===== config.mk =====
export PLATFORM = sky130hd
export DESIGN_NAME = spi_secondary_mode_flat
export DESIGN_NICKNAME = d
export VERILOG_FILES = /design/src/rtl/spi_secondary_pkg.sv /design/src/rtl/spi_secondary_mode_if.sv /design/src/rtl/spi_edge_sync.sv /design/src/rtl/spi_secondary_mode.sv /design/src/flat_wrapper.sv
export SDC_FILE = /design/constraint.sdc
export NUM_CORES = 1
export LEC_CHECK = 0
export ABC_AREA = 0
export CAP_MARGIN = 15
export CORE_ASPECT_RATIO = 0.5
export CORE_MARGIN = 1
export CORE_UTILIZATION = 37
export CTS_BUF_LIST = sky130_fd_sc_hd__clkbuf_16
export DETAILED_ROUTE_END_ITERATION = 6
export PLACE_DENSITY_LB_ADDON = 0.08
export SKIP_CTS_REPAIR_TIMING = 1
export SYNTH_ARGS = -nofsm -noshare
export SYNTH_HDL_FRONTEND = slang
export SYNTH_HIERARCHICAL = 1
export SYNTH_SLANG_ARGS = --single-unit

===== constraint.sdc =====
create_clock -name clk -period 1.29 [get_ports clk]
set_input_delay 0.129 -clock clk [delete_from_list [all_inputs] [get_ports clk]]
set_output_delay 0.129 -clock clk [all_outputs]
set_load 0.005 [all_outputs]

===== src/rtl/spi_secondary_pkg.sv =====
// rtl/spi_secondary_pkg.sv - shared types for the SPI secondary
package spi_secondary_pkg;

    typedef struct packed {
        logic cpol;
        logic cpha;
    } spi_mode_t;

    typedef enum logic [0:0] {
        IDLE   = 1'b0,
        ACTIVE = 1'b1
    } spi_state_e;

endpackage


===== src/rtl/spi_secondary_mode_if.sv =====
// rtl/spi_secondary_mode_if.sv - SPI pins plus rx/tx word handshake of the SPI secondary
interface spi_secondary_mode_if #(
    parameter int WordBits = 8
);
    logic                sck;
    logic                in_bit;
    logic                out_bit;
    logic                cs;
    logic                cpol;
    logic                cpha;
    logic [WordBits-1:0] rx_data;
    logic                rx_valid;
    logic [WordBits-1:0] tx_data;
    logic                tx_valid;
    logic                tx_ready;
    logic                underrun;

    modport slave (
        input  sck, in_bit, cs, cpol, cpha, tx_data, tx_valid,
        output out_bit, rx_data, rx_valid, tx_ready, underrun
    );

    modport master (
        output sck, in_bit, cs, cpol, cpha, tx_data, tx_valid,
        input  out_bit, rx_data, rx_valid, tx_ready, underrun
    );
endinterface


===== src/rtl/spi_edge_sync.sv =====
// rtl/spi_edge_sync.sv - multi-flop synchroniser with registered rise/fall pulses
module spi_edge_sync #(
    parameter int   Stages   = 2,
    parameter logic ResetVal = 1'b0
) (
    input  logic clk,
    input  logic rst_n,
    input  logic d,
    output logic q,
    output logic rise,
    output logic fall
);
    logic [Stages-1:0] chain;
    logic              prev;

    // q is the delayed level, so it stays aligned with the edge pulses
    always_ff @(posedge clk or negedge rst_n) begin
        if (!rst_n) begin
            chain <= {Stages{ResetVal}};
            prev  <= ResetVal;
            rise  <= 1'b0;
            fall  <= 1'b0;
        end else begin
            chain <= {chain[Stages-2:0], d};
            prev  <= chain[Stages-1];
            rise  <= chain[Stages-1] & ~prev;
            fall  <= ~chain[Stages-1] & prev;
        end
    end

    assign q = prev;
endmodule


===== src/rtl/spi_secondary_mode.sv =====
// rtl/spi_secondary_mode.sv - SPI secondary; SPI_SECONDARY_MODE_EN enables CPOL/CPHA, otherwise mode 0 only
module spi_secondary_mode
    import spi_secondary_pkg::*;
#(
    parameter int                  WordBits   = 8,
    parameter int                  SyncStages = 2,
    parameter logic [WordBits-1:0] FillWord   = '0
) (
    input logic                 clk,
    input logic                 rst_n,
    spi_secondary_mode_if.slave bus
);
    localparam int              CntW      = $clog2(WordBits);
    localparam logic [0:0]      ST_IDLE   = IDLE;
    localparam logic [0:0]      ST_ACTIVE = ACTIVE;
    localparam logic [CntW-1:0] LastBit   = CntW'(WordBits - 1);

    logic                  sck_s, sck_rise, sck_fall;
    logic                  cs_s, cs_rise, cs_fall;
    logic [SyncStages-1:0] in_sync;
    logic                  in_s;
    logic [0:0]            state;
    spi_mode_t             mode;
    logic [WordBits-1:0]   rx_shift, rx_next, rx_data_q;
    logic [WordBits-1:0]   tx_shift, tx_word, hold;
    logic [CntW-1:0]       rx_cnt, tx_cnt;
    logic                  rx_valid_q, underrun_q, out_bit_q, full;
    logic                  active, go_active, lead, trail;
    logic                  sample_edge, shift_edge, tx_event, load;
    logic                  unused_sync;

    spi_edge_sync #(.Stages(SyncStages), .ResetVal(1'b0)) u_sck_sync (
        .clk(clk), .rst_n(rst_n), .d(bus.sck), .q(sck_s), .rise(sck_rise), .fall(sck_fall)
    );

    spi_edge_sync #(.Stages(SyncStages), .ResetVal(1'b1)) u_cs_sync (
        .clk(clk), .rst_n(rst_n), .d(bus.cs), .q(cs_s), .rise(cs_rise), .fall(cs_fall)
    );

    assign unused_sync = sck_s ^ cs_s;

    always_ff @(posedge clk or negedge rst_n) begin
        if (!rst_n) in_sync <= '0;
        else        in_sync <= {in_sync[SyncStages-2:0], bus.in_bit};
    end
    assign in_s = in_sync[SyncStages-1];

`ifdef SPI_SECONDARY_MODE_EN
    always_ff @(posedge clk or negedge rst_n) begin
        if (!rst_n) begin
            mode <= '0;
        end else if (state == ST_IDLE) begin
            mode.cpol <= bus.cpol;
            mode.cpha <= bus.cpha;
        end
    end
`else
    logic unused_mode;
    assign mode        = '0;
    assign unused_mode = bus.cpol ^ bus.cpha;
`endif

    // a cs deassert wins over any sck edge seen in the same cycle
    assign active      = (state == ST_ACTIVE) && !cs_rise;
    assign go_active   = (state == ST_IDLE) && cs_fall;
    assign lead        = mode.cpol ? sck_fall : sck_rise;
    assign trail       = mode.cpol ? sck_rise : sck_fall;
    assign sample_edge = active && (mode.cpha ? trail : lead);
    assign shift_edge  = active && (mode.cpha ? lead : trail);
    assign tx_event    = shift_edge || (go_active && !mode.cpha);
    assign load        = tx_event && (tx_cnt == '0);
    assign tx_word     = load ? (full ? hold : FillWord) : tx_shift;
    assign rx_next     = {rx_shift[WordBits-2:0], in_s};

    always_ff @(posedge clk or negedge rst_n) begin
        if (!rst_n) begin
            state      <= ST_IDLE;
            rx_shift   <= '0;
            rx_cnt     <= '0;
            rx_data_q  <= '0;
            rx_valid_q <= 1'b0;
            tx_shift   <= '0;
            tx_cnt     <= '0;
            hold       <= '0;
            full       <= 1'b0;
            out_bit_q  <= 1'b0;
            underrun_q <= 1'b0;
        end else begin
            rx_valid_q <= 1'b0;
            underrun_q <= 1'b0;

            if (go_active)
                state <= ST_ACTIVE;
            else if (state == ST_ACTIVE && cs_rise)
                state <= ST_IDLE;

            if (sample_edge) begin
                rx_shift <= rx_next;
                if (rx_cnt == LastBit) begin
                    rx_cnt     <= '0;
                    rx_data_q  <= rx_next;
                    rx_valid_q <= 1'b1;
                end else begin
                    rx_cnt <= rx_cnt + 1'b1;
                end
            end else if (!active) begin
                rx_cnt <= '0;
            end

            if (tx_event) begin
                out_bit_q <= tx_word[WordBits-1];
                tx_shift  <= {tx_word[WordBits-2:0], 1'b0};
                tx_cnt    <= (tx_cnt == LastBit) ? '0 : tx_cnt + 1'b1;
            end else if (!active) begin
                tx_cnt <= '0;
            end

            if (load && !full)
                underrun_q <= 1'b1;

            // writes are only accepted while empty, so they never race a load of valid data
            if (bus.tx_valid && !full) begin
                hold <= bus.tx_data;
                full <= 1'b1;
            end else if (load) begin
                full <= 1'b0;
            end
        end
    end

    assign bus.out_bit  = out_bit_q;
    assign bus.rx_data  = rx_data_q;
    assign bus.rx_valid = rx_valid_q;
    assign bus.tx_ready = !full;
    assign bus.underrun = underrun_q;
endmodule


===== src/flat_wrapper.sv =====
// flat-port wrapper written by rule: the top's interface ports become plain ports
module spi_secondary_mode_flat import spi_secondary_pkg::*;
#(
    parameter int                  WordBits   = 8,
    parameter int                  SyncStages = 2,
    parameter logic [WordBits-1:0] FillWord   = '0
)
  (clk, rst_n, bus_sck, bus_in_bit, bus_cs, bus_cpol, bus_cpha, bus_tx_data, bus_tx_valid, bus_out_bit, bus_rx_data, bus_rx_valid, bus_tx_ready, bus_underrun);
  spi_secondary_mode_if #(.WordBits(WordBits)) bus_i ();
  input logic clk;
  input logic rst_n;
  input wire logic [$bits(bus_i.sck)-1:0] bus_sck;
  input wire logic [$bits(bus_i.in_bit)-1:0] bus_in_bit;
  input wire logic [$bits(bus_i.cs)-1:0] bus_cs;
  input wire logic [$bits(bus_i.cpol)-1:0] bus_cpol;
  input wire logic [$bits(bus_i.cpha)-1:0] bus_cpha;
  input wire logic [$bits(bus_i.tx_data)-1:0] bus_tx_data;
  input wire logic [$bits(bus_i.tx_valid)-1:0] bus_tx_valid;
  output wire logic [$bits(bus_i.out_bit)-1:0] bus_out_bit;
  output wire logic [$bits(bus_i.rx_data)-1:0] bus_rx_data;
  output wire logic [$bits(bus_i.rx_valid)-1:0] bus_rx_valid;
  output wire logic [$bits(bus_i.tx_ready)-1:0] bus_tx_ready;
  output wire logic [$bits(bus_i.underrun)-1:0] bus_underrun;
  assign bus_i.sck = bus_sck;
  assign bus_i.in_bit = bus_in_bit;
  assign bus_i.cs = bus_cs;
  assign bus_i.cpol = bus_cpol;
  assign bus_i.cpha = bus_cpha;
  assign bus_i.tx_data = bus_tx_data;
  assign bus_i.tx_valid = bus_tx_valid;
  assign bus_out_bit = bus_i.out_bit;
  assign bus_rx_data = bus_i.rx_data;
  assign bus_rx_valid = bus_i.rx_valid;
  assign bus_tx_ready = bus_i.tx_ready;
  assign bus_underrun = bus_i.underrun;
  spi_secondary_mode #(.WordBits(WordBits), .SyncStages(SyncStages), .FillWord(FillWord)) u_core (.clk(clk), .rst_n(rst_n), .bus(bus_i));
endmodule

==> reports/qor.yml <==
synthesis:
  syn-instance-count: 147
  synth_area_leaders: "dfrtp_1 (59%), mux2_2 (14%), mux2i_1 (5.6%)"
  async_reset_ff_share_pct: 100
  netlist_area_um2: 2130
  synth_seq_cells: 53
  ys_types: 27
  syn_area_per_cell_um2: 14.5
  ys_seq_area_share_pct: 62.5
  synth-edff-count: 0
  syn-num-nets: 168
  synth_warnings: 6
  synthFlopType: "dfrtp_1"
  yosys.area.top_type_share_pct: 58.8
  yosysTopAreaCell: "dfrtp_1"
status:
  failed_checks: "setup timing"
  status: "finished with violations"
drt:
  drc: 0
  vias: 1210
  dr.pass1.iters: 2
  antenna_left: 0
  wire_per_inst_um: 12.8
  wl_mm: 3.46
  via_per_inst: 4.46
  first_iter_violations: 62
cts:
  cts_tree: "yes"
  clock_latency_ns: 0.28
  cts_made_buffers: 5
  h-tree-depth: 2
  clock_sink_count: 53
  clk_pin_slew_ns: 0.06
  root_buffer: "clkbuf_16"
  cts_max_path_buffers: 2
floorplanning:
  dieArea_um2: 6080
  num_io_pins: 28
  die_h_um: 55.6
  initial_utilization_pct: 38.6
  dieWidth_um: 109
  num_rows: 19
  core-area_um2: 5520
timing:
  skew_ns: 0.00563
  hold_slack_ns: 0.249
  min_period_ns: 1.38
  maxSlewHeadroom_pct: 69.7
  worstMarginPinSlew_ns: 0.455
  final_max_slew_viol_count: 0
  layout_setup_ws_ns: -0.0862
  hold_viol: 0
  setup_viol: 15
  rsz0062_at_grt: "true"
  fmaxAchievable_ghz: 0.727
  layout_worst_path_cycle_share_pct: 107
finish:
  layout_commonest_cell: "dfrtp_1"
  final_nets: 218
  diodes: 0
  stdcell_count: 271
  mostFrequentLayoutCells: "dfrtp_1 (49), buf_4 (16), clkdlybuf4s50_1 (15), mux2_2 (15), mux2_4 (13)"
  final_core_util_pct: 52.6
  drive_above_1_share_pct: 38.9
  fillers: 486
  area.growth.synth_to_final_pct: 36.2
global_route:
  grt_overflow: 0
  grt_pass1_vias: 1206
  grt_antenna_before_repair: 0
  grt_max_degree: 23
  grt_usage_pct: 12.3
  grt_pass1_wl_mm: 5.61
worst_setup_path:
  r2r_start: "u_core/u_cs_sync/rise$_DFF_PN0_"
  cp-end-kind: "flip-flop"
  cp_slowest_cell: "dfrtp_1"
  reg2reg_slack_ns: -0.09
  crit_fanout: 13
  critical_path.startpoint_type: "flip-flop"
  required_ns: 1.46
  worstPathArrival_ns: 1.54
  cp-startpoint: "u_core/u_cs_sync/rise$_DFF_PN0_"
  worst_r2r_endpoint: "u_core/tx_shift[5]$_DFFE_PN0P_"
  cp_slowest_stage_delay_ns: 0.40
  cp_cell_sequence: "nor2b_4 -> a21o_4 -> mux2_4"
  worstSetupEndpoint: "u_core/tx_shift[5]$_DFFE_PN0P_"
  criticalPathCategory: "flip-flop to flip-flop"
  ff2ff_path_depth: 3
placement:
  dp_slack_ns: -0.123
  place_congestion: 0.664
  io_buffers: 25
  hpwl_mm: 2.26
  placed_cells: 255
power_and_ir_drop:
  ir_drop_uv: 750
  powerDensity_nw_per_um2: 1600
  p_leak_nw: 1.54
min_path:
  min_path_type: "primary input to flip-flop"
run:
  drv_cap: 0
-- flip-flops by register name, summed over array words and instances (netlist names), 3 cells and up --
signal and flops:
u_core/rx_shift 7, u_core/bus.rx_data 8, u_core/tx_cnt 3, u_core/tx_shift 7, u_core/rx_cnt 3, u_core/hold 8
-- metal layers --
layer | track usage (%) | vias up | part of all wire (%)
met3 | 4.22 | 2 | 3.5
met4 | 4.57 | 0 | 0.64
met1 | 16.7 | 592 | 50
met5 | 0 | - | 0
met2 | 18.4 | 17 | 45
li1 | - | 599 | -
-- worst max-delay path: cells and delay by family, from the launching register on --
family           cells  cell delay [ns]
flip-flops           1             0.40
multiplexers         1             0.32
AO/OA/AOI/OAI        1             0.28
AND/OR/NAND/NOR      1             0.25
-- worst min-delay path by stage --
stage	startpoint	endpoint	slack, ns	cells after the start
finish	bus_cs	u_core/u_cs_sync/chain[0]$_DFF_PN1_	0.25	1
global route	bus_cs	u_core/u_cs_sync/chain[0]$_DFF_PN1_	0.24	1
CTS	rst_n	u_core/bus.rx_valid$_DFF_PN0_	-0.20	1
detailed placement	rst_n	u_core/bus.rx_valid$_DFF_PN0_	0.11	1
global placement	rst_n	u_core/bus.rx_valid$_DFF_PN0_	0.10	1
floorplan	rst_n	u_core/bus.out_bit$_DFFE_PN0P_	-0.17	0
-- final cells by class --
class	instances	area, um^2	share of cell area, %
Timing Repair Buffer	47	463	16.0
Clock inverter	3	17.5	0.604
Tap cell	73	91.3	3.15
Sequential cell	53	1330	45.9
Inverter	9	33.8	1.17
Multi-Input combinational cell	81	837	28.9
Clock buffer	5	125	4.32
-- kinds of logic after synthesis --
logic type,Yosys count,share of synthesized area (%)
and+or+nand+nor,29,8.11
adders and majority gates,5,2.94
buffers and inverters,14,3.12
muxes,40,20.8
AOI/OAI and AO/OA,6,2.53
DFF,53,62.5
-- synthesized netlist by cell type, drive strengths merged, types with 3 or more instances --
| cell type | count |
|---|---|
| buf | 4 |
| dfrtp | 50 |
| and2 | 3 |
| mux2i | 12 |
| ha | 5 |
| dfstp | 3 |
| inv | 9 |
| nor2 | 6 |
| mux2 | 28 |
| nand2 | 5 |
| nor2b | 6 |
-- stage by stage --
stage	total power [mW]	setup TNS [ns]	instance area, um^2
finish	4.64	-0.642	2900
global route	4.95	-1.79	2900
CTS	4.62	-1.65	2740
detailed placement	3.32	-1.90	2600
global placement	3.28	-1.82	2600
floorplan	2.96	-0.193	2170
-- report_power, final --
| part | switching (mW) | leakage (nW) | internal, mW |
|---|---|---|---|
| clock network | 0.561 | 0.0696 | 0.712 |
| logic | 0.398 | 0.804 | 0.713 |
| registers | 0.216 | 0.670 | 2.04 |
| total | 1.17 | 1.54 | 3.47 |
(Power assumes the default switching activity.)
